### src/rtl/regression_pkg.sv
// Shared types and constants for the regression engine front end.
// Holds the loader state enum, default frame geometry and FP exponent field helpers.
package regression_pkg;

  localparam int unsigned NSamplesDef = 200;
  localparam int unsigned NFeatDef    = 10;

  localparam int unsigned ExpMsb     = 30;
  localparam int unsigned ExpLsb     = 23;
  localparam logic [7:0]  ExpAllOnes = 8'hFF;

  typedef enum logic [2:0] {
    StIdle,
    StLoad,
    StFlush,
    StKick,
    StWait
  } state_e;

  // True for any single-precision NaN or infinity (exponent all ones).
  function automatic logic is_nan_inf(input logic [31:0] word);
    return word[ExpMsb:ExpLsb] == ExpAllOnes;
  endfunction

endpackage

### src/rtl/sample_loader.sv
// Streams one frame of FP32 samples into the X/Y BRAMs, then hands off to the accumulator.
// Features go to both X copies, targets to Y; frame framing errors are flagged sticky.
module sample_loader
  import regression_pkg::*;
#(
  parameter int unsigned N_SAMPLES = NSamplesDef,
  parameter int unsigned N_FEAT    = NFeatDef,
  parameter int unsigned DW        = 32,
  parameter int unsigned XAW       = 11,
  parameter int unsigned YAW       = 8
) (
  input  logic           clk,
  input  logic           reset,
  input  logic           load_go,
  input  logic           s_valid,
  input  logic [DW-1:0]  s_data,
  input  logic           s_last,
  output logic           s_ready,
  output logic           x_we,
  output logic [XAW-1:0] x_addr,
  output logic [DW-1:0]  x_din,
  output logic           y_we,
  output logic [YAW-1:0] y_addr,
  output logic [DW-1:0]  y_din,
  output logic           calc_start,
  input  logic           calc_done,
  output logic           busy,
  output logic           err_short,
  output logic           err_long,
  output logic [7:0]     nan_cnt
);

  localparam logic [3:0] FeatLast = 4'(N_FEAT);
  localparam logic [7:0] SampLast = 8'(N_SAMPLES - 1);

  state_e         state_q;
  logic [3:0]     feat_idx_q;
  logic [7:0]     samp_idx_q;
  logic [XAW-1:0] x_ptr_q;

  logic           x_we_q;
  logic [XAW-1:0] x_addr_q;
  logic [DW-1:0]  x_din_q;
  logic           y_we_q;
  logic [YAW-1:0] y_addr_q;
  logic [DW-1:0]  y_din_q;
  logic           calc_start_q;
  logic           err_short_q;
  logic           err_long_q;
  logic [7:0]     nan_cnt_q;

  logic beat;
  logic is_target;
  logic final_word;

  assign s_ready    = (state_q == StLoad) || (state_q == StFlush);
  assign beat       = s_valid && s_ready;
  assign is_target  = (feat_idx_q == FeatLast);
  assign final_word = is_target && (samp_idx_q == SampLast);

  always_ff @(posedge clk) begin
    if (reset) begin
      state_q      <= StIdle;
      feat_idx_q   <= '0;
      samp_idx_q   <= '0;
      x_ptr_q      <= '0;
      x_we_q       <= 1'b0;
      x_addr_q     <= '0;
      x_din_q      <= '0;
      y_we_q       <= 1'b0;
      y_addr_q     <= '0;
      y_din_q      <= '0;
      calc_start_q <= 1'b0;
      err_short_q  <= 1'b0;
      err_long_q   <= 1'b0;
      nan_cnt_q    <= '0;
    end else begin
      x_we_q       <= 1'b0;
      y_we_q       <= 1'b0;
      calc_start_q <= 1'b0;

      unique case (state_q)
        StIdle: begin
          feat_idx_q <= '0;
          samp_idx_q <= '0;
          x_ptr_q    <= '0;
          if (load_go) begin
            err_short_q <= 1'b0;
            err_long_q  <= 1'b0;
            nan_cnt_q   <= '0;
            state_q     <= StLoad;
          end
        end

        StLoad: begin
          if (beat) begin
            if (!is_target) begin
              x_we_q     <= 1'b1;
              x_addr_q   <= x_ptr_q;
              x_din_q    <= s_data;
              x_ptr_q    <= x_ptr_q + XAW'(1);
              feat_idx_q <= feat_idx_q + 4'd1;
            end else begin
              y_we_q     <= 1'b1;
              y_addr_q   <= YAW'(samp_idx_q);
              y_din_q    <= s_data;
              feat_idx_q <= '0;
              samp_idx_q <= samp_idx_q + 8'd1;
            end

            if (final_word) begin
              if (s_last) begin
                state_q <= StKick;
              end else begin
                err_long_q <= 1'b1;
                state_q    <= StFlush;
              end
            end else if (s_last) begin
              err_short_q <= 1'b1;
              state_q     <= StIdle;
            end
          end
        end

        StFlush: begin
          if (beat && s_last) begin
            state_q <= StIdle;
          end
        end

        // Entered one cycle after the final write, so the pulse trails the last BRAM write.
        StKick: begin
          calc_start_q <= 1'b1;
          state_q      <= StWait;
        end

        StWait: begin
          if (calc_done) begin
            state_q <= StIdle;
          end
        end

        default: state_q <= StIdle;
      endcase

      if (beat && is_nan_inf(s_data[31:0]) && (nan_cnt_q != 8'hFF)) begin
        nan_cnt_q <= nan_cnt_q + 8'd1;
      end
    end
  end

  assign x_we       = x_we_q;
  assign x_addr     = x_addr_q;
  assign x_din      = x_din_q;
  assign y_we       = y_we_q;
  assign y_addr     = y_addr_q;
  assign y_din      = y_din_q;
  assign calc_start = calc_start_q;
  assign busy       = (state_q != StIdle);
  assign err_short  = err_short_q;
  assign err_long   = err_long_q;
  assign nan_cnt    = nan_cnt_q;

endmodule

### config.mk
export PLATFORM = sky130hd
export DESIGN_NAME = sample_loader
export DESIGN_NICKNAME = d
export VERILOG_FILES = /design/src/rtl/regression_pkg.sv /design/src/rtl/sample_loader.sv
export SDC_FILE = /design/constraint.sdc
export NUM_CORES = 1
export LEC_CHECK = 0
export ABC_AREA = 1
export CAP_MARGIN = 20
export CELL_PAD_IN_SITES_DETAIL_PLACEMENT = 1
export CELL_PAD_IN_SITES_GLOBAL_PLACEMENT = 1
export CORE_ASPECT_RATIO = 1.1
export CORE_UTILIZATION = 37
export DETAILED_ROUTE_END_ITERATION = 6
export GPL_TIMING_DRIVEN = 0
export HOLD_SLACK_MARGIN = 0.15
export PLACE_DENSITY = 0.95
export SLEW_MARGIN = 30
export SYNTH_ARGS = -nofsm -noshare
export SYNTH_HDL_FRONTEND = slang
export SYNTH_SLANG_ARGS = --single-unit
### constraint.sdc
create_clock -name clk -period 2.7 [get_ports clk]
set_input_delay 0.405 -clock clk [delete_from_list [all_inputs] [get_ports clk]]
set_output_delay 0.405 -clock clk [all_outputs]
set_load 0.05 [all_outputs]
==> results_dict.tcl <==
set metrics [dict create \
    syn_to_final_growth_pct 42.3 \
    reg2reg_slack_ps 830 \
    fin_setup_tns_ps 0 \
    hold_class "in2reg" \
    post_drt_wl_per_cell_um 17.1 \
    synth-simple-area-share_pct 27.7 \
    vias_per_cell 5.20 \
    n_antenna_cell 0 \
    layout_common_cells "nand2_1 (160), clkdlybuf4s50_1 (134), dfxtp_1 (122)" \
    leakagePower_nw 2.70 \
    p_per_area_nw_per_um2 668 \
    grt_pass1_vias 5621 \
    yosys_register_bits 122 \
    vias 5268 \
    hold_viol_final 0 \
    hold_path_end "samp_idx_q[7]" \
    clock_sinks 122 \
    yosysSeqAreaShare_pct 48.8 \
    nNetsFinal 883 \
    grt_pass1_wl_mm 27.6 \
    start_kind "register" \
    placementRows 44 \
    min_period_ps 2480 \
    period_share_pct 92.0 \
    wl_mm 17.3 \
    antenna_left 0 \
    synth_area_um2 5000 \
    cts-root-buf "clkbuf_16" \
    tightest_slew_ps 633 \
    clockBufferDepth 2 \
    worstHoldStart "reset" \
    ios 136 \
    overflow 0 \
    syn_nets 730 \
    coreArea_um2 13200 \
    slew_violations 0 \
    synth_top_family_by_area "simple AND/OR/NAND/NOR gates" \
    cts_buffers 17 \
    path_clk_slew_ps 60 \
    fillCellCount 1653 \
    avgSynthCellArea_um2 7.28 \
    holdBufCountCts 0 \
    start_util_pct 37.9 \
    worstPathRequired_ps 2300 \
    drc_errors 0 \
    post_cts_buffers 0 \
    r2r_start "feat_idx_q[0]" \
    synthCells 687 \
    grt_setup_unrepaired "false" \
    synthAdderAreaFrac_pct 1.25 \
    ys_types 32 \
    whs_path_depth 2 \
    dieWidth_um 113 \
    die_h_um 124 \
    cts.htree.levels 4 \
    cp.arrival_ps 2080 \
    postLayoutCoreUtil_pct 53.9 \
    final_common_cell "nand2_1" \
    grt_usage_pct 25.5 \
    cts-resized-gates 0 \
    critical_path_class "reg2out" \
    cts_tree "built" \
    drtIter0Drc 273 \
    drive_above_1_share_pct 7.15 \
    grt_max_degree 17 \
    synth-compound-area-share_pct 14.4 \
    worst_setup_path_end_kind "output port" \
    dpl.hpwl_mm 11.9 \
    die_area_um2 14000 \
    portBuffers 134 \
    power_mw 4.75 \
    r2r-end "y_din[26]" \
    ff_latch_area_um2 2440 \
    clk_latency_ps 420 \
    place.gp.congestion 0.807 \
    drv_cap 0 \
    status "finished, final reports clean" \
    yosys.area_share.xor_xnor_pct 0.350 \
    dr.pass1.iters 4 \
    muxShareOfSynthArea_pct 0 \
    multi_input_area_um2 2190 \
    yosys_warnings 0 \
    antenna_found_initial 0 \
    reg2reg_depth 8 \
    path_max_fanout 7 \
    skew_ps 7.99 \
    relSlewSlack_pct 57.8 \
    ir_drop_v 0.000310 \
    finalSetupViolCount 0 \
    max_freq_ghz 0.403 \
]
sequential cells by signal, summed over array words and instances, names as in the netlist, 4 cells and up:
name / cells
feat_idx_q: 4
nan_cnt: 8
samp_idx_q: 8
x_addr: 11
x_din: 32
x_ptr_q: 11
y_addr: 8
y_din: 32
logic make-up (layout without fill, tap and decap cells):
logic type | count (synthesis) | count (layout)
AOI/OAI and AO/OA | 141 | 141
buffers and inverters | 85 | 251
xor gates and xnor gates | 2 | 2
DFF | 122 | 122
and+or+nand+nor | 332 | 332
adders and majority gates | 5 | 5
through the flow:
stage          setup WS [ps]  instance area [um2]  cells  hold slack, ps
2_1_floorplan           1020                 5000    687             447
3_3_place_gp             612                 6550    982             451
3_5_place_dp             538                 6550    982             461
4_1_cts                  192                 7120   1014             330
5_1_grt                 93.3                 7120   1014             372
6_report                 216                 7120   1014             331
worst max-delay path, cell delays in order, from the launching register on:
cell and delay [ps]:
dfxtp_1 470, nor2_1 120, nand2_2 190, clkdlybuf4s50_1 880
layer usage:
layer	global-route usage, %	wire (um)	part of all wire, %	vias up
met3	4.87	776	4.5	34
li1	-	-	-	2518
met2	48.2	9150	53	144
met1	27.0	6930	40	2572
met4	13.6	484	2.8	0
met5	0	0	0	-
Yosys cell counts:
library cell,n,share of area [%]
nand2_1,160,12
dfxtp_1,122,49
nor2_1,113,8.5
a21oi_1,78,7.8
o21ai_0,56,5.6
inv_1,51,3.8
nand3_1,29,2.9
clkbuf_1,12,0.90
nand4_1,12,1.5
buf_2,10,1.0
ha_1,5,1.3
nor3_1,5,0.50
buf_6,4,0.90
nand2_2,4,0.50
buf_4,3,0.45
inv_2,3,0.23
nand3b_1,3,0.45
nor2_4,2,0.45
xor2_1,2,0.35
a211oi_1,1,0.15
a21boi_0,1,0.15
and3_2,1,0.15
buf_1,1,0.075
clkinv_1,1,0.075
nand2_4,1,0.23
nand3_2,1,0.20
nand3_4,1,0.35
o211ai_1,1,0.15
o21a_1,1,0.15
o21ai_1,1,0.10
o21ai_2,1,0.18
o21bai_1,1,0.15
worst max-delay path by stage:
stage / start / end / slack, ps / cells past startpoint
floorplan: nan_cnt[0] / nan_cnt[0] / 1020 / 8
global placement: s_valid / err_short / 610 / 7
detailed placement: s_valid / err_short / 540 / 7
CTS: state_q[1] / busy / 190 / 3
global route: state_q[1] / s_ready / 90 / 4
finish: state_q[1] / busy / 220 / 3
report_power, final:
group | total [mW] | internal, mW | leakage (nW) | switching (mW)
Combinational | 0.660 | 0.210 | 1.44 | 0.450
Clock | 2.20 | 1.37 | 0.276 | 0.828
Sequential | 1.89 | 1.86 | 0.987 | 0.0380
final cells by class:
type                            instances  area share, %
Inverter                               55           2.90
Clock inverter                         12           1.76
Buffer                                 30           2.34
Clock buffer                           20           6.28
Tap cell                              161           2.83
Timing Repair Buffer                  134           18.8
Multi-Input combinational cell        480           30.7
Sequential cell                       122           34.3
Note: power is estimated with default switching activity, not from simulation.
